<file path="config.mk">
export PLATFORM = sky130hd
export DESIGN_NAME = inst_mem_loader
export DESIGN_NICKNAME = d
export VERILOG_FILES = /design/src/rtl/inst_mem_loader_pkg.sv /design/src/rtl/inst_mem_loader_word_assembler.sv /design/src/rtl/inst_mem_loader.sv
export SDC_FILE = /design/constraint.sdc
export NUM_CORES = 1
export LEC_CHECK = 0
export CAP_MARGIN = 20
export CORE_MARGIN = 2
export CORE_UTILIZATION = 45
export DETAILED_ROUTE_END_ITERATION = 7
export DONT_BUFFER_PORTS = 1
export GPL_TIMING_DRIVEN = 0
export SLEW_MARGIN = 20
export SYNTH_ARGS = -nofsm -noshare
export SYNTH_HDL_FRONTEND = slang
export SYNTH_SLANG_ARGS = --single-unit
</file>
<file path="constraint.sdc">
create_clock -name clk -period 1.9 [get_ports clk]
set_input_delay 0.285 -clock clk [delete_from_list [all_inputs] [get_ports clk]]
set_output_delay 0.285 -clock clk [all_outputs]
set_load 0.01 [all_outputs]
</file>
<file path="src/rtl/inst_mem_loader_pkg.sv">
// Shared types and constants for the debug-side instruction memory loader.
// Imported by the loader top and its word assembler.
package inst_mem_loader_pkg;

  typedef enum logic [2:0] {
    LOAD,
    WRITE,
    WAIT_CMD,
    RUN,
    STEP,
    DONE
  } state_t;

  localparam logic [7:0]  CMD_CONT_DEF  = 8'h43;
  localparam logic [7:0]  CMD_STEP_DEF  = 8'h53;
  localparam logic [31:0] HALT_WORD_DEF = 32'hFFFF_FFFF;

endpackage

</file>
<file path="src/rtl/inst_mem_loader_word_assembler.sv">
// Packs UART bytes big-endian into 32-bit words.
// word_done flags the capture that completes a word.
module inst_mem_loader_word_assembler (
  input  logic        clk,
  input  logic        reset,
  input  logic        capture,
  input  logic [7:0]  rx_byte,
  output logic [31:0] word_next,
  output logic        word_done
);

  logic [1:0]  cnt;
  logic [23:0] shift;

  assign word_next = {shift, rx_byte};
  assign word_done = capture && (cnt == 2'd3);

  always_ff @(posedge clk or negedge reset) begin
    if (!reset) begin
      cnt   <= 2'd0;
      shift <= 24'd0;
    end else if (capture) begin
      cnt   <= cnt + 2'd1;
      shift <= {shift[15:0], rx_byte};
    end
  end

endmodule

</file>
<file path="src/rtl/inst_mem_loader.sv">
// Loads instruction memory from UART bytes, then gates the
// pipeline (run or single-step) until the program halts.
module inst_mem_loader
  import inst_mem_loader_pkg::*;
#(
  parameter int          MEM_DEPTH = 256,
  parameter logic [31:0] HALT_WORD = HALT_WORD_DEF,
  parameter logic [7:0]  CMD_CONT  = CMD_CONT_DEF,
  parameter logic [7:0]  CMD_STEP  = CMD_STEP_DEF
) (
  input  logic        clk,
  input  logic        reset,
  input  logic [7:0]  in_rx_data,
  input  logic        in_rx_done,
  input  logic        in_halt_flag,
  output logic        out_debug_flag,
  output logic [31:0] out_addr_debug,
  output logic [31:0] out_ins_to_mem,
  output logic        out_wea_ram_inst,
  output logic        out_pipe_enable,
  output logic        out_load_done,
  output logic        out_load_error
);

  localparam logic [31:0] LAST_ADDR =
    32'(4 * (MEM_DEPTH - 1));

  state_t      state;
  logic        is_halt;
  logic        at_last;
  logic        leaving;
  logic        capture;
  logic [31:0] word_next;
  logic        word_done;

  assign is_halt = (out_ins_to_mem == HALT_WORD);
  assign at_last = (out_addr_debug == LAST_ADDR);
  assign leaving = is_halt || at_last;

  // A byte landing in WRITE starts the next word unless loading ends.
  assign capture = in_rx_done &&
    ((state == LOAD) || ((state == WRITE) && !leaving));

  inst_mem_loader_word_assembler u_asm (
    .clk       (clk),
    .reset     (reset),
    .capture   (capture),
    .rx_byte   (in_rx_data),
    .word_next (word_next),
    .word_done (word_done)
  );

  always_ff @(posedge clk or negedge reset) begin
    if (!reset) begin
      state            <= LOAD;
      out_debug_flag   <= 1'b1;
      out_addr_debug   <= 32'd0;
      out_ins_to_mem   <= 32'd0;
      out_wea_ram_inst <= 1'b0;
      out_pipe_enable  <= 1'b0;
      out_load_done    <= 1'b0;
      out_load_error   <= 1'b0;
    end else begin
      out_wea_ram_inst <= 1'b0;
      unique case (state)
        LOAD: begin
          if (word_done) begin
            state            <= WRITE;
            out_wea_ram_inst <= 1'b1;
            out_ins_to_mem   <= word_next;
          end
        end
        WRITE: begin
          if (is_halt) begin
            state          <= WAIT_CMD;
            out_debug_flag <= 1'b0;
            out_load_done  <= 1'b1;
          end else if (at_last) begin
            state          <= WAIT_CMD;
            out_debug_flag <= 1'b0;
            out_load_done  <= 1'b1;
            out_load_error <= 1'b1;
          end else begin
            state          <= LOAD;
            out_addr_debug <= out_addr_debug + 32'd4;
          end
        end
        WAIT_CMD: begin
          if (in_rx_done) begin
            if (in_rx_data == CMD_CONT) begin
              state           <= RUN;
              out_pipe_enable <= 1'b1;
            end else if (in_rx_data == CMD_STEP) begin
              state           <= STEP;
              out_pipe_enable <= 1'b1;
            end
          end
        end
        RUN: begin
          if (in_halt_flag) begin
            state           <= DONE;
            out_pipe_enable <= 1'b0;
          end
        end
        STEP: begin
          out_pipe_enable <= 1'b0;
          state <= in_halt_flag ? DONE : WAIT_CMD;
        end
        DONE: begin
          out_pipe_enable <= 1'b0;
        end
        default: begin
          state           <= DONE;
          out_pipe_enable <= 1'b0;
        end
      endcase
    end
  end

endmodule

</file>
## Word-level counts from Yosys, hierarchy flattened

Index checks and enable logic that the tools add are counted.

| cells by class | value |
|---|---|
| add/sub/neg operators | 2 |
| eq/ne operators | 14 |
| mux-type cells | 20 |
| bitwise gates (word level) | 4 |
| reductions and logical operators | 15 |

Operator list:

| kind | count |
|---|---|
| 32-bit by 3-bit adder with 32-bit output, second input constant | 1 |
| 32-bit by 10-bit == test with 1-bit output, second input constant | 1 |
| 32-bit == test, second input constant | 1 |
| 3-bit two-way mux | 6 |
| 3-bit one-hot mux with 6 select lines | 1 |
| 8-bit by 7-bit == test with 1-bit output, second input constant | 2 |
| 1-bit two-way mux | 10 |
| 3-bit by 2-bit == test with 1-bit output, second input constant | 2 |
| 3-bit == test, second input constant | 2 |
| 3-bit AND reduction | 2 |
| 5-bit AND reduction | 1 |
| 2-bit two-way mux | 2 |
| 2-bit inequality test, second input constant | 2 |
| 1-bit inverter | 4 |
| 2-bit AND reduction | 2 |
| 4-bit AND reduction | 1 |
| 3-bit by 1-bit == test with 1-bit output, second input constant | 1 |
| 1-bit logical AND | 3 |
| 3-bit logical NOT | 1 |
| 3-bit inequality test, second input constant | 1 |
| 1-bit one-hot mux with 3 select lines | 1 |
| 2-bit by 1-bit adder with 2-bit output, second input constant | 1 |
| 2-bit == test, second input constant | 1 |
| 1-bit logical OR | 2 |
| 4 further kinds | 4 |

| word-level totals | value |
|---|---|
| register bits after elaboration | 98 |
| bits of input ports | 12 |
| output and inout port bits | 69 |
| logic and storage cells | 65 |

## Longest topological paths before layout

Gate-level depths: netlist of the first run.

| logic depth | value |
|---|---|
| word-level depth | 9 |
| gate-level depth with buffers | 8 |
| mapped depth without buffers | 6 |

## Modules after synthesis

From an unflattened synthesis of the first run, not the netlist that was laid out.

| unflattened totals | value |
|---|---|
| cell total of the unflattened synthesis | 323 |
| area total of the unflattened synthesis | 4335.4 um^2 |

By module, submodules not included:

| module | times used | cells an instance | area an instance (um^2) | sequential area each (um^2) |
|---|---|---|---|---|
| inst_mem_loader | 1 | 258 | 3196.8 | 1752.9 |
| inst_mem_loader_word_assembler | 1 | 65 | 1138.6 | 650.6 |

## Least setup slack after synthesis of the first run

OpenSTA, ideal clock, no wires.

| timing path | value |
|---|---|
| path type | flip-flop to flip-flop |
| start | register out_addr_debug[2] |
| end | register u_asm.cnt[1] |
| setup time | 0.127 ns |
| arrival | 2.020 ns |
| required time | 1.773 ns |
| setup slack | -0.248 ns |
| stages on the path, launching flop included | 8 |
| path buffers | 1 |
| clock period less this slack | 2.148 ns |
| path through | dfrtp_1 ha_1 and3_1 nand4b_1 o2bb2a_4 o211ai_4 buf_6 mux2_1 |

| on the way | value |
|---|---|
| longest elaborated chain between the ends | 6 |

RTL lines:

| what | RTL line | source |
|---|---|---|
| from (decl) | inst_mem_loader.sv:17 | `output logic [31:0] out_addr_debug,` |
| from (signal assigned) | inst_mem_loader.sv:85 | `out_addr_debug <= out_addr_debug + 32'd4;` |
| 32-bit by 10-bit == test with 1-bit output | inst_mem_loader.sv:37 | `assign at_last = (out_addr_debug == LAST_ADDR);` |
| 1-bit logical OR | inst_mem_loader.sv:38 | `assign leaving = is_halt \|\| at_last;` |
| 1-bit logical NOT | inst_mem_loader.sv:42 | `((state == LOAD) \|\| ((state == WRITE) && !leaving));` |
| 1-bit logical AND | inst_mem_loader.sv:42 |  |
| 1-bit logical OR | inst_mem_loader.sv:42 |  |
| 1-bit logical AND | inst_mem_loader.sv:41 | `assign capture = in_rx_done &&` |
| to (signal assigned) | inst_mem_loader_word_assembler.sv:23 | `cnt <= cnt + 2'd1;` |
| to (decl) | inst_mem_loader_word_assembler.sv:12 | `logic [1:0] cnt;` |

No other way between the ends.
A chain may end at the register's enable or synchronous reset.

## Final worst setup path of the first run

| timing path | value |
|---|---|
| start | register out_addr_debug[11] |
| end | register u_asm.shift[17] |

| on the way | value |
|---|---|
| longest elaborated chain between the ends | 6 |

RTL lines:

| what | RTL line | source |
|---|---|---|
| 32-bit by 10-bit == test with 1-bit output | inst_mem_loader.sv:37 |  |
| 1-bit logical OR | inst_mem_loader.sv:38 |  |
| 1-bit logical NOT | inst_mem_loader.sv:42 |  |
| 1-bit logical AND | inst_mem_loader.sv:42 |  |
| 1-bit logical OR | inst_mem_loader.sv:42 |  |
| 1-bit logical AND | inst_mem_loader.sv:41 |  |
| to (signal assigned) | inst_mem_loader_word_assembler.sv:24 | `shift <= {shift[15:0], rx_byte};` |
| to (decl) | inst_mem_loader_word_assembler.sv:13 | `logic [23:0] shift;` |

No other way between the ends.

==> results of run 1 <==
[how the worst min path moves through the flow]
stage | from | end | slack [ns]
after floorplan | reset | out_addr_debug[10]$_DFFE_PN0P_ | -0.01
after global placement | reset | out_ins_to_mem[22]$_DFFE_PN0P_ | -0.009
after detailed placement | reset | out_ins_to_mem[22]$_DFFE_PN0P_ | -0.009
after CTS | reset | out_ins_to_mem[22]$_DFFE_PN0P_ | -0.42
after global routing | reset | out_ins_to_mem[7]$_DFFE_PN0P_ | -0.43
final | reset | u_asm.shift[14]$_DFFE_PN0P_ | -0.40
[power by group through the flow]
stage	sequential (mW)	clock, mW	combinational, mW
2_1_floorplan	2.08	0	0.00930
3_3_place_gp	2.08	0	0.00981
3_5_place_dp	2.08	0	0.0100
4_1_cts	2.04	1.55	0.0103
5_1_grt	2.04	1.66	0.0114
6_report	2.04	1.51	0.0105
[cells in the final DEF (no fill, tap or decap), types with 3 or more instances in the layout]
master    instances
and3_1           10
buf_2             3
buf_4            13
buf_6            10
buf_8             3
clkbuf_8          9
dfrtp_1          70
dfrtp_2          25
inv_1             5
inv_6             3
mux2_2           33
mux2_4           25
nand2_1           9
nand2_2           3
nand3_1          11
nand4_1          21
nor2_1           10
nor3_1            7
nor4_2            3
nor4_4            4
o21ai_0           3
xnor2_1          23
xor2_1            6
[registers in the layout (all words and copies together) (netlist names)]
| register | flops |
|---|---|
| u_asm.cnt | 2 |
| out_debug_flag | 1 |
| out_pipe_enable | 1 |
| out_wea_ram_inst | 1 |
| out_load_error | 1 |
| out_addr_debug | 30 |
| state | 3 |
| u_asm.shift | 24 |
| out_ins_to_mem | 32 |
| out_load_done | 1 |
[cell type report]
| class | instances | area, sq um | share of cell area |
|---|---|---|---|
| repair buffers | 20 | 191 | 0.0377 |
| inverters | 5 | 18.8 | 0.00370 |
| clock buffers | 9 | 124 | 0.0244 |
| plain buffers | 9 | 78.8 | 0.0155 |
| flip-flops and latches | 96 | 2430 | 0.480 |
| well taps | 111 | 139 | 0.0274 |
| clock inverters | 7 | 100 | 0.0197 |
| multi-input cells | 210 | 1990 | 0.392 |
[per-layer routing]
layer / vias up / GRT usage / share of wire
met5: - / 0 / 0
met4: 0 / 0.0790 / 0.025
met3: 18 / 0.0451 / 0.059
met2: 92 / 0.323 / 0.49
met1: 1412 / 0.250 / 0.42
li1: 1235 / - / -
[through the flow]
stage,instances,cell area (sq um),total power [mW],setup slack (ns)
after floorplan,323,4250,2.09,-0.218
after global placement,434,4390,2.09,-0.615
after detailed placement,434,4390,2.09,-0.604
after CTS,465,5020,3.60,-0.355
after global routing,467,5080,3.71,-0.427
final,467,5080,3.56,-0.343
[timing repair]
action,4_1_cts,5_1_grt
endpoints found under the hold margin,96,96
gates resized for setup,74,18
setup endpoints to repair,90,84
buffers inserted,16,4
pin swaps,19,10
gates cloned,2,0
[worst max-delay path, delay by kind of cell (launching register included)]
kind / cells / cell delay [ns]
compound gates: 2 / 0.51
buf+inv: 2 / 0.28
simple gates: 2 / 0.54
flops: 1 / 0.49
mux: 1 / 0.29
[cells by family after synthesis]
family,share of synthesized area
multiplexers,0.154
AND/OR/NAND/NOR,0.138
adder cells (fa/ha/maj),0.00590
flip-flops,0.567
buffers and inverters,0.0218
XOR/XNOR,0.0619
other,0.000884
AO/OA/AOI/OAI,0.0510
==> metrics.txt, run 1 <==
status finished, violations left; failing checks negative hold slack, negative setup slack; Antenna Violating Nets Remaining 0; Netlist cell types 50; Sw Ratio 0.212; vias in the first global route 2870; Root Buffer clkbuf_8; Total Routing Usage GR 0.196; Residual DRC 0; internal power 2.80 mW; CP Cell Sequence nor4_2, nand4_1, o2bb2a_4, o211ai_4, buf_6, buf_8, mux2_4; Startpoint Class flop; most common cell in the synthesized netlist dfrtp_1; Num CTS Buffers 9; Comb power frac 0.003; endpoints failing setup 77; top cells by instance count after synthesis 95 x dfrtp_1, 39 x mux2_2, 24 x xnor2_1; sequential share of power 0.574; Clock transition at path regs 0.10 ns; Pwr per Cell Area 701 mW/mm^2; DRT Wirelength 9.51 mm; asr flop ratio synth 1.00; mean post-synth cell area 13.2 sq um; FMAX 0.446 GHz; Worst-Skew Late Latency 0.36 ns; first-pass GRT wire length 15.3 mm; sequential-to-total area share from yosys stat 0.567; Routed WL per cell 20.4 microns; IO Port Bufs 0; pin count of the biggest net entering global routing 97; area grow syn2layout 19.7%; number of nets in the layout 365; final core occ 0.552; Cells after Synth 322; Synth area leaders dfrtp_1 56%, mux2_2 10%, mux2_1 5.0%; Die Ht 101 microns; Post-synth EDFFs 0; slew margin rel. 0.607; Setup TNS Final -11.68 ns; gp weighted congestion 0.821; Post-Syn Area 0.00424 sq mm; Yosys warning count 0; LEAKAGE 2.40 nW; io pins 81; VDD IR-drop max 0.402 mV; FF-to-FF Start out_addr_debug[11]$_DFFE_PN0P_; top cell type by total area after synthesis dfrtp_1; worst-path maximum fanout 6; Final period util 1.18; Synth Register Bits 96; Initial Utilization 0.461; ANT cells 0; Required @ worst endpoint 2.14 ns; reg2reg end u_asm.shift[17]$_DFFE_PN0P_; DRT Pass-1 Iters 4; Critical Path Sink u_asm.shift[17]$_DFFE_PN0P_; Hold WS -0.400 ns; Worst Setup End Kind flop; number of max-cap violations 0; CTS tree done; clock share of power 0.423; layout cell share with drive strength beyond 1 0.441; slowest CP cell dfrtp_2; RSZ-0062 raised after global routing true; vias per cell 5.90; Clock Skews 0.0157 ns; initial antenna violation count 0; max-slew violation count 0; initial DRC count 78; Filler Cells Inserted 790; share of the synthesized area in the top cell type 0.560; Setup crit start out_addr_debug[11]$_DFFE_PN0P_; slew of the pin with the lowest slew margin 0.589 ns; vias 2757; Worst Reg-to-Reg Cells 7; die width 101 microns; CORE AREA 0.00920 sq mm; final setup margin -0.343 ns; CP max stage delay 0.49 ns; Clock Tree Buf Depth 2; CTS sink cnt 96; Site Rows 35; Post-DP HPWL 6.28 mm; main flop type after synthesis dfrtp_1; die area 0.0102 sq mm; GRT overflow 0; Switch Pwr 0.754 mW; WP data arrival 2.48 ns; final hold violation count 96; Hold WC Path Type in -> async; critical path type reg -> reg; fin crit period 2.24 ns; CTS H-tree lvls 3; worst reg2reg setup slack -0.34 ns
Power figures use the tool's default switching activity.
==> run 2: changes to the inputs <==
ABC_AREA = 0   (was not set)
CTS_BUF_LIST = sky130_fd_sc_hd__clkbuf_4 sky130_fd_sc_hd__clkbuf_8 sky130_fd_sc_hd__clkbuf_16   (was not set)
==> results of run 2 <==
Final layout, timing and power as in run 1 (identical DEF).
